**src/rtl/uc_pkg.sv**
```systemverilog
// Shared encodings for the pine16 microcode sequencer: sequencing ops,
// flag selects, FSM states and default widths.
package uc_pkg;

  localparam int UPC_W_DEF   = 8;
  localparam int OPC_W_DEF   = 9;
  localparam int STACK_D_DEF = 4;

  // Sequencing field of the current microinstruction.
  typedef enum logic [2:0] {
    SEQ_NEXT     = 3'd0,
    SEQ_JUMP     = 3'd1,
    SEQ_BRANCH   = 3'd2,
    SEQ_CALL     = 3'd3,
    SEQ_RET      = 3'd4,
    SEQ_DISPATCH = 3'd5,
    SEQ_HALT     = 3'd6,
    SEQ_RSVD     = 3'd7
  } seq_op_e;

  // Flag select; the index matches the bit position in flags = {V,C,N,Z}.
  typedef enum logic [1:0] {
    COND_Z = 2'd0,
    COND_N = 2'd1,
    COND_C = 2'd2,
    COND_V = 2'd3
  } cond_sel_e;

  typedef enum logic [1:0] {
    ST_RUN       = 2'd0,
    ST_DISP_WAIT = 2'd1,
    ST_HALT      = 2'd2
  } state_e;

  // Branch condition: the selected flag, optionally inverted.
  function automatic logic cond_eval(input logic [3:0] flags,
                                     input logic [1:0] sel,
                                     input logic       inv);
    return flags[sel] ^ inv;
  endfunction

endpackage

```
**src/rtl/uc_stack.sv**
```systemverilog
// Micro-call return-address stack (LIFO). The pointer counts valid entries;
// push on full and pop on empty are ignored here and reported by the caller.
module uc_stack #(
  parameter int W = 8,
  parameter int D = 4
) (
  input  logic         clk,
  input  logic         rst_n,
  input  logic         push,
  input  logic         pop,
  input  logic [W-1:0] push_data,
  output logic [W-1:0] top,
  output logic         full,
  output logic         empty
);

  localparam int PTR_W = $clog2(D + 1);
  localparam int IDX_W = (D > 1) ? $clog2(D) : 1;

  logic [W-1:0]     mem [D];
  logic [PTR_W-1:0] sp;
  logic [PTR_W-1:0] sp_m1;
  logic [IDX_W-1:0] idx_push;
  logic [IDX_W-1:0] idx_top;

  assign sp_m1    = sp - PTR_W'(1);
  assign idx_push = sp[IDX_W-1:0];
  assign idx_top  = sp_m1[IDX_W-1:0];
  assign full     = (sp == PTR_W'(D));
  assign empty    = (sp == '0);
  assign top      = mem[idx_top];

  // Stack pointer: entry count, cleared by reset.
  // NOTE: state registers use non-blocking (<=) so every flop samples pre-edge values.
  always_ff @(posedge clk or negedge rst_n) begin
    if (!rst_n) begin
      sp <= '0;
    end else if (push && !full) begin
      sp <= sp + PTR_W'(1);
    end else if (pop && !empty) begin
      sp <= sp_m1;
    end
  end

  // Entry storage written on a successful push.
  // NOTE: storage is deliberately not reset; an entry is only read after it was pushed.
  always_ff @(posedge clk) begin
    if (push && !full) begin
      mem[idx_push] <= push_data;
    end
  end

endmodule

```
**src/rtl/uc_sequencer.sv**
```systemverilog
// pine16 microcode sequencer: produces the micro-PC for the control store and
// selects the next one from sequential, jump, branch, call/return, or opcode
// dispatch through a synchronous jump ROM (address issued combinationally in
// the DISPATCH cycle, data consumed in DISP_WAIT).
module uc_sequencer
  import uc_pkg::*;
#(
  parameter int               UPC_W     = UPC_W_DEF,
  parameter int               OPC_W     = OPC_W_DEF,
  parameter int               STACK_D   = STACK_D_DEF,
  parameter logic [UPC_W-1:0] RESET_UPC = '0
) (
  input  logic             clk,
  input  logic             rst_n,
  input  logic             stall,
  input  logic [2:0]       seq_op,
  input  logic [UPC_W-1:0] seq_target,
  input  logic [1:0]       cond_sel,
  input  logic             cond_inv,
  input  logic [3:0]       flags,
  input  logic [OPC_W-1:0] ir_opcode,
  input  logic             ir_valid,
  output logic             ir_ack,
  output logic [OPC_W-1:0] jrom_addr,
  input  logic [UPC_W-1:0] jrom_data,
  output logic [UPC_W-1:0] upc,
  output logic             halted,
  output logic             stack_err
);

  state_e           state_q, state_d;
  logic [UPC_W-1:0] upc_q, upc_d;
  logic [UPC_W-1:0] upc_inc;
  logic [OPC_W-1:0] jaddr_q;
  logic             err_q, err_set;
  logic             push, pop;
  logic [UPC_W-1:0] stk_top;
  logic             stk_full, stk_empty;
  seq_op_e          op;

  assign op      = seq_op_e'(seq_op);
  assign upc_inc = upc_q + UPC_W'(1);

  uc_stack #(
    .W (UPC_W),
    .D (STACK_D)
  ) u_stack (
    .clk       (clk),
    .rst_n     (rst_n),
    .push      (push),
    .pop       (pop),
    .push_data (upc_inc),
    .top       (stk_top),
    .full      (stk_full),
    .empty     (stk_empty)
  );

  // Next-state, next-upc and stack/handshake controls; stall freezes everything.
  // NOTE: every signal gets a default first so no path leaves one unassigned (no latches).
  always_comb begin
    state_d = state_q;
    upc_d   = upc_q;
    push    = 1'b0;
    pop     = 1'b0;
    err_set = 1'b0;
    ir_ack  = 1'b0;
    if (!stall) begin
      case (state_q)
        ST_RUN: begin
          case (op)
            SEQ_JUMP:   upc_d = seq_target;
            SEQ_BRANCH: upc_d = cond_eval(flags, cond_sel, cond_inv) ? seq_target : upc_inc;
            SEQ_CALL: begin
              if (stk_full) begin
                err_set = 1'b1;
                state_d = ST_HALT;
              end else begin
                push  = 1'b1;
                upc_d = seq_target;
              end
            end
            SEQ_RET: begin
              if (stk_empty) begin
                err_set = 1'b1;
                state_d = ST_HALT;
              end else begin
                pop   = 1'b1;
                upc_d = stk_top;
              end
            end
            SEQ_DISPATCH: begin
              if (ir_valid) begin
                ir_ack  = 1'b1;
                state_d = ST_DISP_WAIT;
              end
            end
            SEQ_HALT: state_d = ST_HALT;
            default:  upc_d = upc_inc;  // NEXT and the reserved encoding
          endcase
        end
        ST_DISP_WAIT: begin
          upc_d   = jrom_data;
          state_d = ST_RUN;
        end
        default: ;  // HALT: frozen until reset
      endcase
    end
  end

  // The ROM samples the opcode in the issue cycle; afterwards the latched
  // address keeps the ROM output valid through any stall in DISP_WAIT.
  assign jrom_addr = ir_ack ? ir_opcode : jaddr_q;

  // Sequencer state, micro-PC, latched ROM address and sticky error.
  always_ff @(posedge clk or negedge rst_n) begin
    if (!rst_n) begin
      state_q <= ST_RUN;
      upc_q   <= RESET_UPC;
      jaddr_q <= '0;
      err_q   <= 1'b0;
    end else begin
      state_q <= state_d;
      upc_q   <= upc_d;
      if (ir_ack) begin
        jaddr_q <= ir_opcode;
      end
      if (err_set) begin
        err_q <= 1'b1;
      end
    end
  end

  assign upc       = upc_q;
  assign halted    = (state_q == ST_HALT);
  assign stack_err = err_q;

endmodule

```
**config.mk**
```make
export PLATFORM = sky130hd
export DESIGN_NAME = uc_sequencer
export DESIGN_NICKNAME = d
export VERILOG_FILES = /design/src/rtl/uc_pkg.sv /design/src/rtl/uc_stack.sv /design/src/rtl/uc_sequencer.sv
export SDC_FILE = /design/constraint.sdc
export NUM_CORES = 1
export LEC_CHECK = 0
export CAP_MARGIN = 5
export CORE_MARGIN = 10
export CORE_UTILIZATION = 45
export DETAILED_ROUTE_END_ITERATION = 6
export GPL_TIMING_DRIVEN = 1
export PLACE_DENSITY = 0.79
export SLEW_MARGIN = 20
export SYNTH_ARGS = -nofsm -noshare
export SYNTH_HDL_FRONTEND = slang
export SYNTH_HIERARCHICAL = 1
export SYNTH_SLANG_ARGS = --single-unit
```
**constraint.sdc**
```tcl
create_clock -name clk -period 2.5 [get_ports clk]
set_input_delay 0.25 -clock clk [delete_from_list [all_inputs] [get_ports clk]]
set_output_delay 0.25 -clock clk [all_outputs]
set_load 0.005 [all_outputs]
```
==> impl_metrics.toml, run 1 <==
[power_and_ir_drop]
ir_drop_mv = 0.470
power.density_nw_per_um2 = 916
power.share.switching = 0.353
p_sw_uw = 1190
combPwrFrac = 0.429
clockPowerShare = 0.160
p_int_uw = 2180
leakagePower_uw = 0.00142
seq_power_share = 0.411

[finish]
syn2layout_area_growth_pct = 32.3
fillCellCount = 488
regArea_um2 = 1540
drive_above_1_share = 0.157
nNetsFinal = 357
diodes = 0
multi_input_area_um2 = 1200

[global_routing]
grt_pass1_wl_um = 11600
grt_use_total = 0.147
grt-ovfl-total = 0
grt_start_max_net_pins = 24
antenna_found_initial = 0
grt_pass1_vias = 2208

[detailed_routing]
wirelength_um = 7340
wire_per_inst_um = 19.0
firstDrtPassIters = 4
drt_iter0_markers = 141
vias_per_cell = 5.69
final_antenna_net_count = 0
route.detailed.drc = 0
vias = 2201

[critical_path]
reg2reg_slack_ps = 80
cp.arrival_ps = 2670
worst-path-buf-inv = 1
path_class = "reg -> reg"
slowest_delay_ps = 700
worstPathMaxFanout = 6
crit_path_end_kind = "flop"
cpLargestDelayFamily = "compound AO/OA/AOI/OAI gates"
start_kind = "flop"
crit_required_ps = 2750
r2r_start = "u_stack/sp[1]"
cpMaxStageDelayCell = "a21boi_0"
cpMostUsedCell = "o21ai_1"
path_cells = "inv_1, ha_1, and2_2, nand2_1, mux2_2, o21ai_1, a21boi_0, o21ai_0, o21ai_1"
worst_r2r_path_depth = 9
r2r-end = "upc[6]"

[clocking]
cts-root-buf = "clkbuf_8"
insertion_delay_ps = 320
path_clk_slew_ps = 110
clk_path_buf_depth = 2
htreeDepth = 2
cts_buffers = 5
cts_tree = "built"
clkSinkCount = 55

[floorplan]
initial_core_util = 0.467
core_area_um2 = 5960
dieArea_um2 = 9730
dieWidth_um = 98.6
io_pins = 59
die_h_um = 98.6
rows = 28

[place]
portBuffers = 58
dpl_worst_slack_ps = 88.9
place.gp.congestion = 0.860
dp_hpwl_um = 5390

[yosys]
synth_xor_area_frac = 0.0252
synth_edf_count = 32
ys_async_sr_fraction = 0.418
synth_area_leaders = "edfxtp_1 35%, dfrtp_1 21%, nand2_1 6.6%"
synth_top_family_by_area = "simple AND/OR/NAND/NOR gates"
synthTopCellsByCount = "49 x nand2_1, 32 x edfxtp_1, 23 x dfrtp_1, 10 x nor2_1, 9 x inv_1"
yosysSeqAreaShare = 0.552
syn_nets = 282
synth_top_area_cell = "edfxtp_1"
yosysWarnings = 6
synth_ff_type = "edfxtp_1"
netlist_instances = 236
synth_compound_area_frac = 0.114
muxShareOfSynthArea = 0.0954
yosysMostFrequentCell = "nand2_1"
synthAdderAreaFrac = 0.0315
synth.ff_latch_count = 55
synth_top_cell_area_share = 0.345
synthSimpleGateAreaFrac = 0.153
ys_types = 49
netlist_area_um2 = 2780
synth.avg_cell_area_um2 = 11.8

[sta]
rsz0062_at_grt = "no"
finalCritPeriodShare = 0.967
maxSlewViolCount = 0
worstMarginPinSlew_ps = 865
fin_crit_ps = 2420
relSlewSlack = 0.418
finalSetupViolations = 0
skew_ps = 10.7
setup_ws_ps = 83.2
clock.fmax_mhz = 414
setup_tns_ps = 0
finalHoldViolCount = 0
timing.hold.ws_ps = 272

[job]
max-cap-violations = 0

[outcome]
status = "completed"

[hold_path]
hp-class = "in -> async"
registers in the layout, summed over array words and instances, names as in the netlist:
signal / count
jaddr_q: 9
stack_err: 1
state_q: 2
u_stack/mem: 32
u_stack/sp: 3
upc: 8
power by group through the flow:
stage	Combinational (µW)	Sequential [µW]	Clock [µW]
2_1_floorplan	816	1360	0
3_3_place_gp	1380	1390	0
3_5_place_dp	1420	1400	0
4_1_cts	1440	1370	554
5_1_grt	1580	1410	586
6_report	1440	1380	539
worst register-to-register path, delay by kind of cell, from the launching register on:
family                   cells  cell delay [ps]
multiplexers                 1              140
AO/OA/AOI/OAI                4             1150
flip-flops                   1              410
adder cells (fa/ha/maj)      1              250
AND/OR/NAND/NOR              2              290
buffers and inverters        1              110
per-stage QoR:
step | instance area, µm² | total power (µW) | util | std cells
finish | 3680 | 3370 | 0.618 | 387
global route | 3680 | 3580 | 0.618 | 387
CTS | 3630 | 3370 | 0.610 | 385
detailed placement | 3530 | 2820 | 0.592 | 377
global placement | 3530 | 2760 | 0.592 | 377
floorplan | 2780 | 2180 | - | 236
worst max path at each step:
stage | from | endpoint | slack, ps | cells after the start
3_3_place_gp | u_stack/sp[1] | u_stack/mem[0][2] | 190 | 7
5_1_grt | seq_op[2] | jrom_addr[7] | 20 | 8
2_1_floorplan | u_stack/sp[0] | u_stack/mem[0][0] | 130 | 9
6_report | u_stack/sp[1] | upc[6] | 80 | 9
3_5_place_dp | u_stack/sp[1] | u_stack/mem[0][7] | 90 | 7
4_1_cts | u_stack/sp[1] | u_stack/mem[0][1] | 50 | 7
kinds of logic after synthesis:
logic type      count (synthesis)
fa+ha+maj                       7
flops                          55
compound gates                 42
simple gates                   91
mux                            16
buf+inv                        17
xor+xnor                        8
layer usage:
layer | global-route usage | wire [µm] | part of all wire
met2 | 0.261 | 3790 | 0.52
met3 | 0.0454 | 781 | 0.11
met5 | 0 | 0 | 0
met1 | 0.169 | 2710 | 0.37
met4 | 0.0320 | 61 | 0.0083
final cells by class:
class	count	share of cell area
Clock inverter	3	0.00918
Timing Repair inverter	1	0.00204
Timing Repair Buffer	74	0.190
Multi-Input combinational cell	164	0.325
Inverter	10	0.0112
Tap cell	75	0.0255
Clock buffer	5	0.0187
Sequential cell	55	0.418
layout by cell type (no fill, tap or decap), types with 2 or more instances in the layout:
master,instances
nor3_1,4
clkbuf_8,5
edfxtp_1,32
dfrtp_1,23
nand3_1,4
a221oi_1,2
nand2_1,49
o211ai_1,3
o31ai_1,2
clkinvlp_4,2
and2_4,4
o22ai_1,5
mux4_2,8
a31oi_1,6
a21o_1,2
inv_1,9
xor2_1,4
clkdlybuf4s50_1,58
nand2b_1,2
nor2_1,9
xnor2_1,4
mux2i_1,6
buf_4,16
or3_1,3
ha_1,7
o21ai_1,2
a21boi_0,2
nand3b_1,2
nor2b_1,3
nand4_1,3
o21ai_0,8
repair_timing:
action                     CTS  global route
resized for setup            0            11
setup buffers                0             1
hold buffers                 0             0
setup endpoints to repair    0            42
hold endpoints to repair     0             0
Note: power is estimated with default switching activity, not from simulation.
==> run 2: changes to the inputs <==
Settings changed: CORE_ASPECT_RATIO set to 1.25, GPL_TIMING_DRIVEN 1 to not set.
==> run 2 against run 1 <==
Net effect: non-clock buffer count shrank 4; cell count grew 0.52%; first-iteration DRC count shrank 13%; worst setup slack gained 94 ps; via count shrank 6.3%; critical endpoint is now jrom_addr[5]; count of clock-buffer cells in the layout is the same; utilization shrank 0.33 points; combinational power shrank 3%; largest power group unchanged; critical path type is now reg -> out; clock skew shrank 7.5 ps.
==> impl_metrics.toml, run 2 (synthesized netlist as in run 1, its figures left out) <==
[outcome]
status = "completed"

[power_and_ir_drop]
ir_drop_mv = 0.509
p_sw_uw = 1160
clockPowerShare = 0.160
p_int_uw = 2160
p_total_uw = 3310
leakagePower_uw = 0.00140
seq_power_share = 0.417
combPwrFrac = 0.424
power.density_nw_per_um2 = 915
power.share.switching = 0.349

[finish]
syn2layout_area_growth_pct = 30.2
final_cell_mix = "58 x clkdlybuf4s50_1, 49 x nand2_1, 32 x edfxtp_1, 23 x dfrtp_1, 12 x buf_4"
drive_above_1_share = 0.137
regArea_um2 = 1540
stdcell_count = 389
layout_commonest_cell = "clkdlybuf4s50_1"
fin_util = 0.614
regMostFlops = "u_stack/mem"
diodes = 0
fillCellCount = 466
multi_input_area_um2 = 1170
largest_register_ffs = 32
nNetsFinal = 352

[floorplan]
initial_core_util = 0.472
dieArea_um2 = 9750
io_pins = 59
die_h_um = 108
rows = 31
dieWidth_um = 90.3
core_area_um2 = 5900

[detailed_routing]
wirelength_um = 6710
drt_iter0_markers = 123
wire_per_inst_um = 17.2
route.detailed.drc = 0
final_antenna_net_count = 0
vias_per_cell = 5.30
vias = 2063
firstDrtPassIters = 4

[sta]
skew_ps = 3.16
maxSlewViolCount = 0
setup_ws_ps = 178
worstMarginPinSlew_ps = 509
finalCritPeriodShare = 0.929
finalSetupViolations = 0
rsz0062_at_grt = "no"
finalHoldViolCount = 0
relSlewSlack = 0.660
clock.fmax_mhz = 431
setup_tns_ps = 0
fin_crit_ps = 2320

[critical_path]
crit_required_ps = 2250
reg2reg_slack_ps = 200
worst_r2r_path_depth = 7
crit_path_end_kind = "primary output"
r2r_start = "u_stack/sp[1]"
path_class = "reg -> out"
r2r-end = "u_stack/mem[3][4]"
worstSetupStartpoint = "state_q[1]"
cp.arrival_ps = 2070
worstPathMaxFanout = 10
start_kind = "flop"

[place]
dp_hpwl_um = 5300
place.gp.congestion = 0.903
dpl_worst_slack_ps = 152
portBuffers = 58
dp.cells = 381

[clocking]
post_cts_buffers = 0
clk_path_buf_depth = 2
cts_tree = "built"
path_clk_slew_ps = 110
insertion_delay_ps = 310
cts_hold_buf = 0
cts_buffers = 5
cts_resized = 0
clkSinkCount = 55
htreeDepth = 2
cts-root-buf = "clkbuf_8"

[global_routing]
grt_pass1_vias = 2100
grt-ovfl-total = 0
grt_use_total = 0.142
grt_pass1_wl_um = 11000
grt_start_max_net_pins = 24
antenna_found_initial = 0

[hold_path]
hp-class = "in -> async"

[job]
max-cap-violations = 0
## run 2: cell type report
type | count | area share
multi-input combinational | 164 | 0.324
sequential | 55 | 0.424
tap | 82 | 0.0283
clock inverter | 3 | 0.00864
timing repair buffer | 70 | 0.185
inverter | 10 | 0.0104
clock buffer | 5 | 0.0190
## run 2: through the flow
stage	cell area [µm²]	hold WS [ps]
6_report	3620	278
2_1_floorplan	2780	-45.6
5_1_grt	3620	302
4_1_cts	3610	284
3_5_place_dp	3510	459
3_3_place_gp	3510	453
## run 2: worst max-delay path: stages (launching register included)
cell and delay (ps):
dfrtp_1 460, nor3_2 260, nand4_1 150, clkinv_1 190
nand2_1 80, nand2_1 90, clkdlybuf4s50_1 540
## run 2: worst max-delay path by stage
| stage | to | slack, ps | cells after the start |
|---|---|---|---|
| 2_1_floorplan | u_stack/mem[0][0] | 130 | 9 |
| 3_3_place_gp | jrom_addr[5] | 200 | 7 |
| 3_5_place_dp | jrom_addr[5] | 150 | 7 |
| 4_1_cts | jrom_addr[5] | 100 | 6 |
| 5_1_grt | jrom_addr[5] | 6 | 6 |
| 6_report | jrom_addr[5] | 180 | 6 |
## run 2: layer usage
layer	vias up	wire length, µm	global-route usage
li1	1007	-	-
met1	982	2820	0.176
met2	63	3360	0.237
met3	11	370	0.0314
met4	0	146	0.0535
met5	-	0	0
## run 2: power by group through the flow
stage | logic, µW | clock network [µW] | registers [µW]
6_report | 1400 | 529 | 1380
5_1_grt | 1550 | 581 | 1400
4_1_cts | 1410 | 544 | 1380
3_5_place_dp | 1400 | 0 | 1400
3_3_place_gp | 1380 | 0 | 1390
2_1_floorplan | 816 | 0 | 1360
